## config.mk

```make
export PLATFORM = sky130hd
export DESIGN_NAME = bf_stim_gen
export DESIGN_NICKNAME = d
export VERILOG_FILES = /design/src/rtl/bf_stim_gen.sv
export SDC_FILE = /design/constraint.sdc
export NUM_CORES = 1
export LEC_CHECK = 0
export BUFFER_PORTS_ARGS = -buffer_cell sky130_fd_sc_hd__buf_2
export CORE_MARGIN = 5
export CORE_UTILIZATION = 45
export CTS_CLUSTER_DIAMETER = 80
export DETAILED_ROUTE_END_ITERATION = 12
export GPL_TIMING_DRIVEN = 0
export HOLD_SLACK_MARGIN = 0.15
export SYNTH_ARGS = -nofsm -noshare
export SYNTH_HDL_FRONTEND = slang
export SYNTH_SLANG_ARGS = --single-unit
```

## constraint.sdc

```tcl
create_clock -name clk -period 1.9 [get_ports clk]
set_input_delay 0.38 -clock clk [delete_from_list [all_inputs] [get_ports clk]]
set_output_delay 0.38 -clock clk [all_outputs]
set_load 0.03 [all_outputs]
```

## src/rtl/bf_stim_gen.sv

```systemverilog
// Square-wave stimulus source for the a/b/c boolean stage with start/stop/done handshake.
// Define BF_STIM_EXH_EN to step {a,b,c} as a 3-bit counter every HP_A cycles instead.
module bf_stim_gen #(
  parameter int HP_A    = 20,
  parameter int HP_B    = 30,
  parameter int HP_C    = 40,
  parameter int RUN_LEN = 1000,
  parameter int CW      = 16
) (
  input  logic          clk,
  input  logic          rst_n,
  input  logic          start,
  input  logic          stop,
  output logic          busy,
  output logic          done,
  output logic          a,
  output logic          b,
  output logic          c,
  output logic [CW-1:0] cyc_cnt
);

  localparam logic [1:0] S_IDLE = 2'd0;
  localparam logic [1:0] S_RUN  = 2'd1;
  localparam logic [1:0] S_DONE = 2'd2;

  localparam logic [CW-1:0] LAST = CW'(RUN_LEN - 1);
  localparam logic [CW-1:0] HA   = CW'(HP_A - 1);

  logic [1:0]    state_q, state_d;
  logic          busy_q, busy_d;
  logic          done_q, done_d;
  logic          a_q, a_d;
  logic          b_q, b_d;
  logic          c_q, c_d;
  logic [CW-1:0] cyc_q, cyc_d;
  logic [CW-1:0] pa_q, pa_d;
`ifndef BF_STIM_EXH_EN
  localparam logic [CW-1:0] HB = CW'(HP_B - 1);
  localparam logic [CW-1:0] HC = CW'(HP_C - 1);
  logic [CW-1:0] pb_q, pb_d;
  logic [CW-1:0] pc_q, pc_d;
`endif

  // Defaults are the idle values; only a continuing run holds anything.
  always_comb begin
    state_d = state_q;
    busy_d  = 1'b0;
    done_d  = 1'b0;
    a_d     = 1'b0;
    b_d     = 1'b0;
    c_d     = 1'b0;
    cyc_d   = '0;
    pa_d    = '0;
`ifndef BF_STIM_EXH_EN
    pb_d    = '0;
    pc_d    = '0;
`endif
    unique case (1'b1)
      (state_q == S_IDLE): begin
        if (start && !stop) begin
          state_d = S_RUN;
          busy_d  = 1'b1;
        end
      end
      (state_q == S_RUN): begin
        if (stop) begin
          state_d = S_IDLE;
        end else if (cyc_q == LAST) begin
          state_d = S_DONE;
          done_d  = 1'b1;
        end else begin
          busy_d = 1'b1;
          cyc_d  = cyc_q + 1'b1;
          a_d    = a_q;
          b_d    = b_q;
          c_d    = c_q;
          pa_d   = (pa_q == HA) ? '0 : pa_q + 1'b1;
`ifdef BF_STIM_EXH_EN
          if (pa_q == HA)
            {a_d, b_d, c_d} = {a_q, b_q, c_q} + 3'd1;
`else
          pb_d = (pb_q == HB) ? '0 : pb_q + 1'b1;
          pc_d = (pc_q == HC) ? '0 : pc_q + 1'b1;
          if (pa_q == HA) a_d = ~a_q;
          if (pb_q == HB) b_d = ~b_q;
          if (pc_q == HC) c_d = ~c_q;
`endif
        end
      end
      (state_q == S_DONE): begin
        state_d = S_IDLE;
      end
      default: begin
        state_d = S_IDLE;
      end
    endcase
  end

  always_ff @(posedge clk or negedge rst_n) begin
    if (!rst_n) begin
      state_q <= S_IDLE;
      busy_q  <= 1'b0;
      done_q  <= 1'b0;
      a_q     <= 1'b0;
      b_q     <= 1'b0;
      c_q     <= 1'b0;
      cyc_q   <= '0;
      pa_q    <= '0;
`ifndef BF_STIM_EXH_EN
      pb_q    <= '0;
      pc_q    <= '0;
`endif
    end else begin
      state_q <= state_d;
      busy_q  <= busy_d;
      done_q  <= done_d;
      a_q     <= a_d;
      b_q     <= b_d;
      c_q     <= c_d;
      cyc_q   <= cyc_d;
      pa_q    <= pa_d;
`ifndef BF_STIM_EXH_EN
      pb_q    <= pb_d;
      pc_q    <= pc_d;
`endif
    end
  end

  assign busy    = busy_q;
  assign done    = done_q;
  assign a       = a_q;
  assign b       = b_q;
  assign c       = c_q;
  assign cyc_cnt = cyc_q;

endmodule
```

### Word-level counts from Yosys, hierarchy flattened

Cells that the tools add are included.

| cells by class | value |
|---|---|
| bitwise logic cells | 3 |
| add/subtract/negate cells | 4 |
| mux-type cells | 38 |
| equality and inequality tests | 10 |
| reductions and logical operators | 4 |

Operators by type and width:

| operator | count |
|---|---|
| $mux 16 | 15 |
| $add 16x1->16 const B | 4 |
| $eq 16x5->1 const B | 2 |
| $mux 1 | 18 |
| $eq 16x10->1 const B | 1 |
| $eq 16x6->1 const B | 1 |
| $ne 4x2->1 const B | 3 |
| $mux 2 | 3 |
| $pmux 2 s2 | 1 |
| $ne 3x2->1 const B | 1 |
| $not 1->1 | 3 |
| $eq 2x1->1 const B | 1 |
| $logic_not 2->1 | 1 |
| $ne 2x1->1 const B | 1 |
| $pmux 1 s2 | 1 |
| $reduce_and 2->1 | 1 |
| $logic_and 1x1->1 | 1 |
| $logic_not 1->1 | 1 |

| storage, ports and cells | value |
|---|---|
| bits in registers | 71 |
| output and inout port bits | 21 |
| bits of input ports | 4 |

### Longest topological paths before layout

Gate-level depths: netlist of the first run.

| depth | value |
|---|---|
| depth in word-level cells | 5 |
| gate-level depth with buffers | 7 |
| gate-level depth less buffers | 6 |

### Worst setup path before layout of the first run

OpenSTA, ideal clock, no wires.

| path | value |
|---|---|
| path type | register -> register |
| start point | register cyc_q[0] (netlist: cyc_cnt[0]) |
| end point | register pa_q[8] |
| required time | 1.781 ns |
| buffers on the path | 1 |
| arrival | 1.587 ns |
| slack | 0.194 ns |
| stages on the path, launching flop included | 7 |
| library setup time | 0.119 ns |
| cell sequence | dfrtp_1 -> ha_1 -> and4bb_2 -> nand4_4 -> nand3_4 -> buf_12 -> nor2_2 |

| between the ends | value |
|---|---|
| word-level cells in the longest chain between the ends | 4 |

RTL lines:

| item | RTL line | text |
|---|---|---|
| start: declaration | 35 | `logic [CW-1:0] cyc_q, cyc_d;` |
| start signal: assignment | 120 | `cyc_q <= cyc_d;` |
| $eq 16x10->1 | 68 | `end else if (cyc_q == LAST) begin` |
| $mux 16 | 68 |  |
| $mux 16 | 66 | `if (stop) begin` |
| $mux 16 | 58 | `unique case (1'b1)` |
| net pa_d[8] | 36 | `logic [CW-1:0] pa_q, pa_d;` |
| end signal: assignment | 121 | `pa_q <= pa_d;` |
| end: declaration | 36 |  |

The timed path passes the listed nets, and every way through them passes these cells.
A chain may end at the register's enable or synchronous reset.

### Final worst setup path of the first run

| path | value |
|---|---|
| start point | register pb_q[1] |
| end point | register pb_q[0] |

| between the ends | value |
|---|---|
| word-level cells in the longest chain between the ends | 5 |

RTL lines:

| item | RTL line | text |
|---|---|---|
| start: declaration | 40 | `logic [CW-1:0] pb_q, pb_d;` |
| start signal: assignment | 123 | `pb_q <= pb_d;` |
| $eq 16x5->1 | 82 | `pb_d = (pb_q == HB) ? '0 : pb_q + 1'b1;` |
| $mux 16 | 82 |  |
| $mux 16 | 68 |  |
| $mux 16 | 66 |  |
| $mux 16 | 58 |  |
| net pb_d[0] | 40 |  |

The timed path passes the listed nets, and every way through them passes these cells.

==> flow_summary_export.csv, run 1 <==
group,metric,value,unit
clock_tree,clock_latency,0.34,ns
detailed_routing,vias,2520,
floorplan,ios,25,
clock_tree,cts_buffers,9,
clock_tree,clk_pin_slew,0.08,ns
sta,slew_violations,0,
clock_tree,cts_setup_buffers,0,
final_layout,final_cell_area,4020,µm²
final_layout,fin_nets,387,
floorplan,coreArea,7730,µm²
power_and_ir_drop,powerDensity,716,nW/µm²
synth,syn_inst,343,
placement,hpwl,4.52,mm
run_status,outcome,"complete, no violations",
final_layout,drive_gt1_share,20.2,%
setup_path,crit_path_top_delay_cell,"dfrtp_1",
synth,synth_nets,352,
setup_path,critPathArrivalTime,1.98,ns
detailed_routing,wl_per_cell,13.8,µm
clock_tree,postCtsHoldBufs,0,
global_route,grt_pass1_vias,2420,
setup_path,critPathLaunchType,"flop",
synth,synth_top_area_cell,"dfrtp_1",
global_route,grtUsageMet1,20.1,%
detailed_routing,routed_wl,6.69,mm
clock_tree,cts_resized,0,
placement,dp.cells,469,
sta,fin_crit,1.75,ns
floorplan,dieArea,9800,µm²
floorplan,die_y,99.0,µm
detailed_routing,antenna_left,0,
power_and_ir_drop,total_power,2.88,mW
detailed_routing,first_iter_violations,60,
placement,finalWeightedCongestion,0.765,
synth,yosysUniqueCellTypes,37,
sta,setup-violations-final,0,
final_layout,final_cells,484,
global_route,gr-total-overflow,0,
synth,synth.top_cell.area_share,49.8,%
setup_path,cp_max_fo,10,
power_and_ir_drop,ir_drop,305,µV
clock_tree,tritoncts,"done",
global_route,grt_pass1_wl,11.6,mm
global_route,grt_max_degree,72,
floorplan,rows,32,
sta,final.setup_skew,0.00929,ns
synth,ys_warn_count,0,
global_route,grt_use_met2,22.0,%
synth,netlist_area,3570,µm²
floorplan,floorplan.initialDensity,46.1,%
worst_hold_path,hold_class,"input port to async pin",
setup_path,slowest_delay,0.45,ns
setup_path,cp_cell_sequence,"inv_1 -> ha_1 -> nor4b_1 -> nand4_1 -> nand3_4 -> buf_6 -> nor2_1",
final_layout,n_antenna_cell,0,
setup_path,worstPathRequired,2.13,ns
sta,hold_viol,0,
floorplan,die_w,99.0,µm
clock_tree,htreeDepth,3,
global_route,grt_busiest_layer,"met2",
setup_path,critPathKind,"flop to flop",
global_route,grt.total_usage,14.4,%
synth,synth.avg_cell_area,10.4,µm²
clock_tree,cts.path.max_buffers,2,
detailed_routing,drc,0,
synth,ys_ff_latch,71,
sta,setup_ws,0.152,ns
placement,post_dp_cell_area,3820,µm²
sta,rsz0062_at_grt,"false",
job,drv_cap,0,
global_route,antenna_found_initial,0,
sta,worst_slew_pin_slew,0.876,ns
synth,yosys-top-cells-area,"dfrtp_1, xnor2_1, nor2_1, xor2_1, nand3_1",
detailed_routing,dr.pass1.iters,4,
synth,ys_seq_area_share,49.8,%
sta,tns,0,ns
placement,dp_slack,0.154,ns
final_layout,syn2layout_area_growth,12.8,%
sta,fmax,0.572,GHz
placement,portBuffers,24,
power_and_ir_drop,power.leakage,1.61,nW
detailed_routing,routed_via_density,5.21,
sta,finalCritPeriodShare,92.0,%
clock_tree,cts.sinks,71,
clock_tree,cts_root_buf,"clkbuf_8",
setup_path,cp-end-kind,"flop",
global_route,met3_usage,3.54,%
sta,max_slew_margin,41.6,%
-- cell usage in the layout (no fill, tap or decap), types with 2 or more instances in the layout --
master / n
clkbuf_8: 11
buf_6: 4
o21ai_0: 2
and3_1: 4
nand4_2: 2
nor3_1: 15
nor2_1: 63
nand4_1: 12
and3_2: 2
nor4b_1: 3
nand3_4: 3
nor4_2: 2
xnor2_1: 37
nor2_2: 10
dfrtp_1: 71
inv_1: 9
and2_1: 2
buf_2: 23
nand2_1: 15
and4_4: 2
or3_1: 2
nand3_1: 25
nand3_2: 2
ha_1: 5
clkinvlp_4: 2
a21oi_2: 2
xor2_1: 18
a21oi_1: 2
nor4_1: 17
nand4_4: 2
-- flip-flops by register name (all words and copies together) (netlist names) --
signal,cells
a,1
b,1
busy,1
c,1
cyc_cnt,16
done,1
pa_q,16
pb_q,16
pc_q,16
state_q,2
-- layout make-up --
type                    instances  area (µm²)
fillers                       721        3710
flip-flops and latches         71        1780
multi-input cells             258        1690
clock buffers                  11         151
well taps                     102         128
repair buffers                 24         123
plain buffers                   5        65.1
clock inverters                 4        53.8
inverters                       9        33.8
-- power breakdown --
group / leakage (nW) / switching (mW) / internal [mW]
Combinational: 0.530 / 0.0745 / 0.0259
Clock: 0.0980 / 0.574 / 0.676
Sequential: 0.987 / 0.00870 / 1.52
-- path summary, 6_finish.rpt --
check	startpoint	end	slack, ns	depth (start not counted)
min in group clk	stop	busy	0.21	2
max in group asynchronous	rst_n	pa_q[4]	1.17	1
hold reg to reg	state_q[1]	busy	0.46	1
hold / removal	rst_n	pb_q[12]	0.15	1
setup reg to reg	pb_q[1]	pb_q[0]	0.15	7
setup / recovery	pb_q[1]	pb_q[0]	0.15	7
-- per-layer routing --
| layer | vias up | wire, µm |
|---|---|---|
| met5 | - | 0 |
| met4 | 0 | 74 |
| met3 | 7 | 197 |
| met2 | 29 | 3070 |
| met1 | 1220 | 3340 |
| li1 | 1264 | - |
-- Yosys cell counts --
cell and number:
dfrtp_1 71, nor2_1 63, xnor2_1 37, nand3_1 25, xor2_1 18, nor4_1 17
nand2_1 15, nor3_1 15, nand4_1 12, nor2_2 10, inv_1 9, ha_1 5
and3_1 4, buf_6 4, nand3_4 3, nor4b_1 3, a21oi_1 2, a21oi_2 2
and2_1 2, and3_2 2, and4_4 2, nand3_2 2, nand4_2 2, nand4_4 2
nor4_2 2, o21ai_0 2, or3_1 2, a31o_2 1, and4_2 1, and4bb_2 1
buf_12 1, mux2i_1 1, nand2_4 1, nand4b_1 1, nor3b_2 1, o31ai_1 1
or4_4 1
-- stage by stage --
step                      utilization, %  hold slack (ns)
final                               52.0            0.149
after global placement              49.4            0.444
after global routing                52.0            0.197
after detailed placement            49.4            0.461
after CTS                           52.0            0.179
after floorplan                        -           0.0844
-- cell families (layout without fill, tap and decap cells) --
kind of cell,count (synthesis),in the layout,synth area share (%)
DFF,71,71,49.8
adders and majority gates,5,5,1.75
and+or+nand+nor,189,189,30.4
xor gates and xnor gates,55,55,13.5
muxes,1,1,0.281
AOI/OAI and AO/OA,8,8,1.51
buffers and inverters,14,53,2.77
-- critical path: cells and delay by family, from the launching register on --
| family | cells | cell delay, ns |
|---|---|---|
| AND/OR/NAND/NOR | 4 | 0.82 |
| adder cells (fa/ha/maj) | 1 | 0.13 |
| flip-flops | 1 | 0.45 |
| buffers and inverters | 2 | 0.24 |
Power figures use the tool's default switching activity.
==> inputs of run 2 (changes only) <==
--- a/config.mk
+++ b/config.mk
@@ -5,6 +5,7 @@
 export SDC_FILE = /design/constraint.sdc
 export NUM_CORES = 1
 export LEC_CHECK = 0
+export ABC_AREA = 1
 export BUFFER_PORTS_ARGS = -buffer_cell sky130_fd_sc_hd__buf_2
 export CORE_MARGIN = 5
 export CORE_UTILIZATION = 45
==> flow_summary_export.csv, run 2 <==
group,metric,value,unit
run_status,outcome,"complete, no violations",
setup_path,worstPathRequired,2.14,ns
placement,finalWeightedCongestion,0.907,
clock_tree,cts_buffers,9,
power_and_ir_drop,total_power,3.14,mW
synth,synth.top_cell.area_share,45.8,%
final_layout,syn2layout_area_growth,13.4,%
final_layout,regArea,1780,µm²
detailed_routing,dr.pass1.iters,4,
synth,yosysUniqueCellTypes,30,
global_route,grt_pass1_vias,3058,
detailed_routing,vias,3185,
sta,slew_violations,0,
sta,setup-violations-final,0,
synth,netlist_area,3880,µm²
detailed_routing,antenna_left,0,
job,drv_cap,0,
final_layout,final_cell_area,4400,µm²
setup_path,cp_cell_sequence,"inv_1 -> ha_1 -> inv_1 -> nor2_1 -> nand2_1 -> nor2_1 -> nand2_1 -> nand3_2 -> buf_4 -> nor2_1",
setup_path,crit_path_top_delay_cell,"dfrtp_1",
sta,rsz0062_at_grt,"false",
setup_path,slowest_delay,0.41,ns
sta,max_slew_margin,69.3,%
final_layout,fillers,805,
final_layout,final_cells,652,
setup_path,cpMostUsedCell,"nor2_1",
synth,synth.avg_cell_area,7.68,µm²
setup_path,critPathTopFamily,"simple AND/OR/NAND/NOR gates",
placement,post_dp_cell_area,4150,µm²
clock_tree,clk_pin_slew,0.08,ns
floorplan,coreArea,8300,µm²
floorplan,die_y,103,µm
clock_tree,postCtsHoldBufs,1,
synth,synth_most_common_cell,"nor2_1",
detailed_routing,routed_via_density,4.88,
power_and_ir_drop,powerDensity,714,nW/µm²
synth,postSynth.asyncResetShare,100,%
clock_tree,tritoncts,"done",
setup_path,critPathLaunch,"pb_q[1]",
power_and_ir_drop,ir_drop,304,µV
final_layout,drive_gt1_share,11.7,%
clock_tree,htreeDepth,3,
setup_path,critPathArrivalTime,1.84,ns
setup_path,critPathLaunchType,"flop",
sta,finalCritPeriodShare,84.2,%
global_route,antenna_found_initial,0,
setup_path,cp-end-kind,"flop",
final_layout,final_util,53.0,%
synth,ys.flop_type,"dfrtp_1",
clock_tree,cts_setup_buffers,0,
synth,ys_ff_latch,71,
sta,worst_slew_pin_slew,0.461,ns
floorplan,die_w,103,µm
sta,fin_crit,1.60,ns
power_and_ir_drop,power.leakage,1.89,nW
final_layout,final_common_cell,"nor2_1",
floorplan,rows,33,
placement,dp.cells,635,
final_layout,final_cell_mix,"nor2_1, nand2_1, dfrtp_1, inv_1, nand3_1",
global_route,gr-total-overflow,0,
global_route,grt_max_degree,38,
sta,tns,0,ns
detailed_routing,wl_per_cell,12.1,µm
synth,synth_top_area_cell,"dfrtp_1",
synth,yosys-top-cells-count,"nor2_1, nand2_1, dfrtp_1, inv_1, nand3_1",
sta,fmax,0.625,GHz
clock_tree,cts_resized,0,
synth,synth_nets,514,
synth,syn_inst,505,
floorplan,dieArea,10600,µm²
placement,hpwl,5.89,mm
clock_tree,cts_root_buf,"clkbuf_8",
sta,holdWs,0.264,ns
setup_path,reg2reg_from,"pb_q[1]",
synth,yosys-top-cells-area,"dfrtp_1, nor2_1, nand2_1, inv_1, nand3_1",
global_route,grt_pass1_wl,13.8,mm
setup_path,critPathKind,"flop to flop",
detailed_routing,routed_wl,7.89,mm
synth,ys_seq_area_share,45.8,%
setup_path,cp_max_fo,10,
final_layout,fin_nets,551,
clock_tree,cts.path.max_buffers,2,
global_route,grt.total_usage,16.5,%
setup_path,cp.buffers_inverters,3,
synth,ys_warn_count,0,
floorplan,ios,25,
synth,synth_edf_count,0,
detailed_routing,first_iter_violations,82,
placement,dp_slack,0.302,ns
detailed_routing,drc,0,
final_layout,multi_input_area,1820,µm²
sta,setup_ws,0.300,ns
sta,final.setup_skew,0.00983,ns
worst_hold_path,hold_class,"input port to flop",
clock_tree,clock_latency,0.35,ns
worst_hold_path,hp-start,"stop",
clock_tree,cts.sinks,71,
floorplan,floorplan.initialDensity,46.7,%
sta,hold_viol,0,
final_layout,n_antenna_cell,0,
placement,portBuffers,24,
run 2: cell count changes after synthesis, sizes merged, moves of 3 or more:
| cell | delta |
|---|---|
| nand2 | +83 |
| nor2 | +81 |
| inv | +44 |
| xnor2 | -29 |
| nor4 | -17 |
| nand3 | +10 |
| nand4 | -10 |
| nor3 | +10 |
| and3 | -6 |
| and4 | -3 |
| nor4b | -3 |
run 2: power breakdown:
group          switching (mW)  internal [mW]
registers              0.0109           1.52
logic                   0.101         0.0487
clock network           0.587          0.871
run 2: final timing paths:
path	end	slack [ns]	depth (start not counted)
setup reg to reg	pb_q[10]	0.30	10
hold reg to reg	cyc_cnt[0]	0.48	1
max in group asynchronous	pc_q[2]	0.83	3
min in group asynchronous	pa_q[4]	0.51	2
setup / recovery	pb_q[10]	0.30	10
hold / removal	state_q[1]	0.26	2
run 2: worst reg2reg max path, cell delays in order, from the launching register on:
cell and delay, ns:
dfrtp_1 0.41, inv_1 0.07, ha_1 0.13, inv_1 0.04
nor2_1 0.09, nand2_1 0.08, nor2_1 0.13, nand2_1 0.11
nand3_2 0.17, buf_4 0.20, nor2_1 0.06
run 2: logic make-up after synthesis:
| group | share of synthesized area [%] |
|---|---|
| flops | 45.8 |
| simple gates | 37.4 |
| xor+xnor | 5.87 |
| fa+ha+maj | 1.61 |
| compound gates | 2.10 |
| buf+inv | 7.13 |
run 2: layer usage:
metal / global-route usage [%] / wire length [µm] / vias up
met5: 0 / 0 / -
met4: 7.37 / 134 / 0
met3: 2.30 / 214 / 12
met2: 25.9 / 3630 / 44
met1: 22.8 / 3910 / 1471
li1: - / - / 1658
run 2: layout make-up:
cell class	count	share of cell area, %
multi-input combinational	374	41.5
sequential	71	40.4
inverter	54	4.64
timing repair buffer	26	3.47
tap	105	2.99
clock buffer	10	2.90
clock inverter	6	2.48
buffer	6	1.65
